File: config.mk
export PLATFORM = sky130hd
export DESIGN_NAME = bool3_truth_table_sweeper
export DESIGN_NICKNAME = d
export VERILOG_FILES = /design/src/rtl/bool_sweep_pkg.sv /design/src/rtl/bool_sweep_settle_timer.sv /design/src/rtl/bool3_truth_table_sweeper.sv
export SDC_FILE = /design/constraint.sdc
export NUM_CORES = 1
export LEC_CHECK = 0
export BUFFER_PORTS_ARGS = -buffer_cell sky130_fd_sc_hd__clkbuf_2
export CORE_MARGIN = 2
export CORE_UTILIZATION = 55
export DETAILED_ROUTE_END_ITERATION = 10
export PLACE_DENSITY_LB_ADDON = 0.15
export SETUP_SLACK_MARGIN = 0.5
export SYNTH_ARGS = -nofsm -noshare
export SYNTH_HDL_FRONTEND = slang
export SYNTH_SLANG_ARGS = --single-unit
File: constraint.sdc
create_clock -name clk -period 4.7 [get_ports clk]
set_clock_uncertainty 0.2 [all_clocks]
set_input_delay 0.94 -clock clk [delete_from_list [all_inputs] [get_ports clk]]
set_output_delay 0.94 -clock clk [all_outputs]
set_load 0.02 [all_outputs]
File: src/rtl/bool_sweep_pkg.sv
// Shared types and sizes for the 3-input truth-table sweeper and its helpers.
// Latency: n/a (types and constants only).
// Backpressure: n/a.
package bool_sweep_pkg;

    localparam int NUM_VECTORS = 8;
    localparam int IDX_W       = 3;
    localparam int SETTLE_W    = 4;

    typedef enum logic [1:0] {
        IDLE,
        SETTLE,
        SAMPLE,
        DONE
    } state_t;

endpackage

File: src/rtl/bool_sweep_settle_timer.sv
// Loadable settle down-counter; expire is high during the last cycle of a loaded hold time.
// Latency: load at edge N gives expire in cycle N+load_val (load_val >= 1).
// Backpressure: none; clr beats load, load beats counting, counter idles at zero.
module bool_sweep_settle_timer
    import bool_sweep_pkg::*;
(
    input  logic                clk,
    input  logic                rst_n,
    input  logic                clr,
    input  logic                load,
    input  logic [SETTLE_W-1:0] load_val,
    output logic                expire
);

    logic [SETTLE_W-1:0] count;

    // Count down from the loaded value and park at zero.
    always_ff @(posedge clk) begin
        if (!rst_n || clr) begin
            count <= '0;
        end else if (load) begin
            count <= load_val;
        end else if (count != '0) begin
            count <= count - SETTLE_W'(1);
        end
    end

    // A count of one marks the final cycle of the hold window.
    assign expire = (count == SETTLE_W'(1));

endmodule

File: src/rtl/bool3_truth_table_sweeper.sv
// Sweeps a,b,c over all 8 vectors (c fastest), samples d after a settle hold, builds the truth table.
// Latency: SETTLE_CYCLES+1 cycles per vector; done pulses 8*(SETTLE_CYCLES+1)+1 cycles after start is taken.
// Backpressure: start is only honoured in IDLE; the optional expected-table check is enabled by BOOL_SWEEP_CHECK_EN.
module bool3_truth_table_sweeper
    import bool_sweep_pkg::*;
#(
    parameter int unsigned  SETTLE_CYCLES = 2,     // legal range 1..15
    parameter logic [7:0]   EXPECTED      = 8'hEA  // bit i = d for {a,b,c} == i
)
(
    input  logic       clk,
    input  logic       rst_n,
    input  logic       start,
    input  logic       d,
    output logic       a,
    output logic       b,
    output logic       c,
    output logic       busy,
    output logic       done,
    output logic [7:0] truth_table,
    output logic       match,
    output logic [2:0] err_idx
);

    localparam logic [SETTLE_W-1:0] SETTLE_LD = SETTLE_W'(SETTLE_CYCLES);
    localparam logic [IDX_W-1:0]    LAST_IDX  = IDX_W'(NUM_VECTORS - 1);

    state_t                      state;
    logic   [IDX_W-1:0]          idx;
    logic   [IDX_W-1:0]          idx_inc;
    logic   [NUM_VECTORS-1:0]    tt_next;
    logic                        accept;
    logic                        tmr_load;
    logic                        tmr_clr;
    logic                        tmr_expire;

    assign accept  = (state == IDLE) && start;
    assign idx_inc = idx + IDX_W'(1);

    // The timer is restarted for every vector, including the first one as start is taken.
    assign tmr_load = accept || ((state == SAMPLE) && (idx != LAST_IDX));
    assign tmr_clr  = (state == DONE);

    bool_sweep_settle_timer u_settle_timer (
        .clk      (clk),
        .rst_n    (rst_n),
        .clr      (tmr_clr),
        .load     (tmr_load),
        .load_val (SETTLE_LD),
        .expire   (tmr_expire)
    );

    // Truth table as it will look after the current SAMPLE cycle closes.
    always_comb begin
        tt_next      = truth_table;
        tt_next[idx] = d;
    end

    // Sweep FSM; every output changes on the same edge as the state it belongs to.
    always_ff @(posedge clk) begin
        if (!rst_n) begin
            state       <= IDLE;
            idx         <= '0;
            {a, b, c}   <= 3'b000;
            busy        <= 1'b0;
            done        <= 1'b0;
            truth_table <= '0;
        end else begin
            done <= 1'b0;
            case (state)
                IDLE: begin
                    if (start) begin
                        state       <= SETTLE;
                        idx         <= '0;
                        {a, b, c}   <= 3'b000;
                        busy        <= 1'b1;
                        truth_table <= '0;
                    end
                end
                SETTLE: begin
                    if (tmr_expire) begin
                        state <= SAMPLE;
                    end
                end
                SAMPLE: begin
                    truth_table <= tt_next;
                    if (idx == LAST_IDX) begin
                        state     <= DONE;
                        {a, b, c} <= 3'b000;
                        busy      <= 1'b0;
                        done      <= 1'b1;
                    end else begin
                        state     <= SETTLE;
                        idx       <= idx_inc;
                        {a, b, c} <= idx_inc;
                    end
                end
                DONE: begin
                    state <= IDLE;
                    idx   <= '0;
                end
                default: begin
                    state <= IDLE;
                end
            endcase
        end
    end

`ifdef BOOL_SWEEP_CHECK_EN
    logic err_seen;

    // Compare each captured bit against the reference and remember the first miss.
    always_ff @(posedge clk) begin
        if (!rst_n) begin
            match    <= 1'b0;
            err_idx  <= '0;
            err_seen <= 1'b0;
        end else if (accept) begin
            match    <= 1'b0;
            err_idx  <= '0;
            err_seen <= 1'b0;
        end else if (state == SAMPLE) begin
            if (!err_seen && (d != EXPECTED[idx])) begin
                err_idx  <= idx;
                err_seen <= 1'b1;
            end
            if (idx == LAST_IDX) begin
                match <= (tt_next == EXPECTED);
            end
        end
    end
`else
    // The reference table only matters in the checking build.
    logic unused_expected;
    assign unused_expected = ^EXPECTED;
    assign match           = 1'b0;
    assign err_idx         = '0;
`endif

endmodule

# [Word-level counts from Yosys, hierarchy flattened]
# Index checks and enable logic that the tools add are counted.
[op_classes] n_lt_le_gt_ge=2 muxes=25 n_reduce_logical=17 eq_ne=10 addsub=2
[op_table] cell="$pmux W8 S2" count=1
[op_table] cell="$mux W2" count=5
[op_table] cell="$pmux W3 S3" count=1
[op_table] cell="$bwmux W8" count=1
[op_table] cell="$mux W1" count=8
[op_table] cell="$mux W8" count=1
[op_table] cell="$pmux W1 S2" count=4
[op_table] cell="$pmux W2 S4" count=1
[op_table] cell="$mux W3" count=2
[op_table] cell="$ne A2 B2 Y1 const B" count=3
[op_table] cell="$reduce_and A2 Y1" count=3
[op_table] cell="$reduce_and A3 Y1" count=2
[op_table] cell="$eq A2 B2 Y1 const B" count=2
[op_table] cell="$eq A4 B1 Y1 const B" count=1
[op_table] cell="$lt A3 B4 Y1 const B" count=1
[op_table] cell="$reduce_bool A2 Y1" count=2
[op_table] cell="$reduce_bool A4 Y1" count=1
[op_table] cell="$sub A4 B1 Y4 const B" count=1
[op_table] cell="$add A3 B1 Y3 const B" count=1
[op_table] cell="$demux W1 S3" count=1
[op_table] cell="$eq A3 B3 Y1 const B" count=1
[op_table] cell="$ge A3 B1 Y1 const B" count=1
[op_table] cell="$logic_and A1 B1 Y1" count=3
[op_table] cell="$ne A3 B3 Y1 const B" count=1
[op_table] cell="7 further kinds" count=8
[totals] out_inout_bits=17 wordCells=66 register_bits=22 input_bits=4

# [Longest topological paths before layout]
[depth] ltp_word=6 ltp_mapped=6 mapped_depth_nobuf=5

# [Hierarchy]
# A second synthesis with hierarchy kept.
[hier_totals] cells_unflattened=137 area_unflattened_um2=1342.5
[modules_own_cells] module="bool3_truth_table_sweeper" area_each_um2=1088.5 seq_area_each_um2=360.3 n_inst=1 cells_each=110
[modules_own_cells] module="bool_sweep_settle_timer" area_each_um2=254.0 seq_area_each_um2=80.1 n_inst=1 cells_each=27

# [Least setup slack after synthesis]
# OpenSTA, ideal clock, no wires.
[synth_path] kind="input -> register" from="in start" to="reg truth_table[5]" setup_slack_ps=2563 setup_time_ps=74 arrival_time_ps=1863 cell_stages=4 required_time_ps=4426 n_path_buf=1 path_cell_list="clkbuf_1 -> mux2i_2 -> nor4bb_1 -> mux2i_1"
[synth_between] elab_chain_len=2
[synth_lines] item="from (decl)" line="bool3_truth_table_sweeper.sv:13" rtl="input logic start,"
[synth_lines] item="$ne A2 B2 Y1 (no source line)"
[synth_lines] item="$reduce_and A2 Y1 (no source line)"
[synth_lines] item="to (signal assigned)" line="bool3_truth_table_sweeper.sv:86" rtl="truth_table <= tt_next;"
[synth_lines] item="to (decl)" line="bool3_truth_table_sweeper.sv:20" rtl="output logic [7:0] truth_table,"
# Every way passes these cells.
# A chain may end at the register's enable or synchronous reset.

# [Final worst setup path]
[layout_path] from="reg state[0]" to="reg truth_table[6]"
[layout_between] elab_chain_len=3 elab_cells_between_ends=6 cone_classes="eq/ne: 2; mux: 1; reduce/logical: 3"
[layout_lines] item="from (decl)" line="bool3_truth_table_sweeper.sv:28" rtl="state_t state;"
[layout_lines] item="from (signal assigned)" line="bool3_truth_table_sweeper.sv:62" rtl="state <= IDLE;"
[layout_lines] item="from (signal assigned)" line="bool3_truth_table_sweeper.sv:73" rtl="state <= SETTLE;"
[layout_lines] item="from (signal assigned)" line="bool3_truth_table_sweeper.sv:82" rtl="state <= SAMPLE;"
[layout_lines] item="$eq A2 B2 Y1 / $logic_not A2 Y1 (equally long branches)" line="bool3_truth_table_sweeper.sv:70" rtl="case (state)"
[layout_lines] item="$reduce_bool A2 Y1 (no source line) / $ne A2 B2 Y1 (equally long branches)"
[layout_lines] item="$reduce_and A2 Y1 (no source line)"
# Parallel ways exist; a longest one is shown, timed or not.

==> out/results.ini <==
[run_status]
status=completed

[min_path]
hp-start=b$_SDFFE_PN0P_
hold_depth=2
hold_class=flip-flop to flip-flop
holdPathEnd=b$_SDFFE_PN0P_

[clock_network]
clk_latency_ps=300
cts.sinks=22
root_buffer=clkbuf_4
cts_tree=built
h-tree-depth=1
clkTransAtPathRegs_ps=110
cts_setup_buffers=0
cts_made_buffers=3
hold_buffers=0
clockBufferDepth=2
cts_resized=0

[synthesis]
async_flop_share=0
synthCells=125
yosysWarnings=0
synth_area_mm2=0.00116
synth_edf_count=0
synthTopCellsByArea=dfxtp_1 38%, ha_1 8.6%, mux2i_1 6.0%, nand3_1 5.6%, a21oi_1 3.9%
synth_top_area_share=0.378
yosysTopAreaCell=dfxtp_1
synth-seq-area-share=0.378
ys.flop_type=dfxtp_1
synth_cell_type_count=39
yosysMostFrequentCell=dfxtp_1
synth_seq_cells=22
synthTopCellsByCount=22 x dfxtp_1, 13 x nand3_1, 9 x a21oi_1
syn-mean-instance-area_um2=9.31

[sta]
hold_violations=0
hold_slack_ps=263
tightestPinTransition_ps=540
fin_crit_sh=0.460
fmax_mhz=462
period_minus_slack_ps=2160
slew_violations=0
rsz0062_at_grt=no
fin_tns_setup_ps=0
setup_viol=0
slew_headroom=0.633

[route]
detail-route-antenna-nets=0
vias=952
routed_wl_mm=2.15
dr.pass1.iters=4
viasPerCell=5.84
drc_errors=0
drtIter0Drc=23
wl_per_cell_um=13.2

[global_route]
antenna_found_initial=0
grt_max_degree=16
grt_pass1_wl_mm=3.77
grt_pass1_vias=868
grt_overflow=0
grt_usage=0.193

[power_and_ir_drop]
power-per-cell-area_mw_per_mm2=409
leakagePower_uw=0.000490
vdd_ir_drop_max_uv=275

[floorplan]
io_pins=21
die_h_um=50.0
die-area_mm2=0.00250
design.core.area_mm2=0.00198
initial_core_util=0.587
die_w_um=50.0
num_rows=16

[run]
cap_violations=0

[cells_and_area]
syn_to_final_growth_pct=7.74
drive_gt1_frac=0.176
fin_nets=150
diodes=0

[critical_path]
r2r_start=state[0]$_SDFFE_PN0P_
cp-end-kind=flip-flop
worstRegToRegCells=5
cp-start-kind=flip-flop
path_class=flip-flop to flip-flop
worst-endpoint-required_ps=4730
worstPathArrival_ps=2200
critPathMaxFanout=13
rrSetupSlack_ps=2540
reg2reg_to=truth_table[6]$_SDFFE_PN0P_

[placement]
io_buffer_count=16
hpwl_mm=1.56
place_congestion=0.813

## how the worst max path moves through the flow
stage                          startpoint                     endpoint  slack [ps]  depth (start not counted)
floorplan                           start  truth_table[5]$_SDFFE_PN0P_        2560                          4
global placement                    start  truth_table[6]$_SDFFE_PN0P_        2520                          4
detailed placement                  start  truth_table[6]$_SDFFE_PN0P_        2520                          4
CTS                 state[0]$_SDFFE_PN0P_  truth_table[2]$_SDFFE_PN0P_        2530                          5
global route        state[0]$_SDFFE_PN0P_  truth_table[4]$_SDFFE_PN0P_        2320                          5
finish              state[0]$_SDFFE_PN0P_  truth_table[6]$_SDFFE_PN0P_        2540                          5
## critical path: stages, from the launching register on
cell and delay [ps]:
dfxtp_1 360, inv_1 140, ha_1 490, mux2i_2 290
nor4bb_1 400, mux2i_1 210
## metal layers
| layer | part of all wire | wire length (um) | up-vias | track usage |
|---|---|---|---|---|
| met4 | 0.016 | 34 | 0 | 0.0833 |
| li1 | - | - | 476 | - |
| met5 | 0 | 0 | - | 0 |
| met2 | 0.43 | 915 | 28 | 0.285 |
| met1 | 0.51 | 1100 | 443 | 0.267 |
| met3 | 0.048 | 103 | 5 | 0.0455 |
## metrics by stage
| step | area, um^2 | total power [uW] | setup slack [ps] | util | cells |
|---|---|---|---|---|---|
| global route | 1250 | 548 | 2320 | 0.633 | 163 |
| CTS | 1250 | 516 | 2530 | 0.633 | 163 |
| global placement | 1230 | 427 | 2520 | 0.621 | 160 |
| finish | 1250 | 513 | 2540 | 0.633 | 163 |
| floorplan | 1170 | 395 | 2560 | - | 128 |
| detailed placement | 1230 | 433 | 2520 | 0.621 | 160 |
## cells in the final DEF (no fill, tap or decap), drive strengths merged
cell     Yosys  routed
a2111oi      1       1
a211o        1       1
a211oi       1       1
a21boi       1       1
a21oi        9       9
a221oi       1       1
a2bb2oi      1       1
a31oi        1       1
a32oi        1       1
and2         1       1
and3         3       3
clkbuf       5      19
conb         1       4
dfxtp       22      22
ha           8       8
inv          3       3
mux2         1       1
mux2i        8       8
nand2        6       6
nand2b       2       2
nand3       13      13
nand3b       2       2
nand4        1       1
nor2         3       3
nor2b        2       2
nor3         4       4
nor3b        1       1
nor4         1       1
nor4b        3       3
nor4bb       2       2
o21a         2       2
o21ai        5       5
o221ai       1       1
o32ai        1       1
or4b         1       1
## state kept, by name, indices dropped and copies added, names as in the netlist
register	flops
a	1
b	1
busy	1
c	1
done	1
idx	3
state	2
truth_table	8
u_settle_timer.count	4
## area by class of cell
class / instances / area, um^2
timing repair buffer: 16 / 80.1
sequential: 22 / 440
fill: 179 / 728
multi-input combinational: 92 / 666
clock buffer: 3 / 22.5
tap: 27 / 33.8
inverter: 3 / 11.3
## report_power, final
part / switching (uW) / total [uW] / internal, uW
Clock: 53.3 / 83.3 / 29.9
Sequential: 19.8 / 223 / 203
Combinational: 125 / 207 / 81.7
## logic make-up after synthesis
logic type      share of synthesized area
compound gates                      0.165
flops                               0.378
other cells                       0.00322
fa+ha+maj                          0.0860
buf+inv                            0.0591
simple gates                        0.227
mux                                0.0817
(Power assumes the default switching activity.)
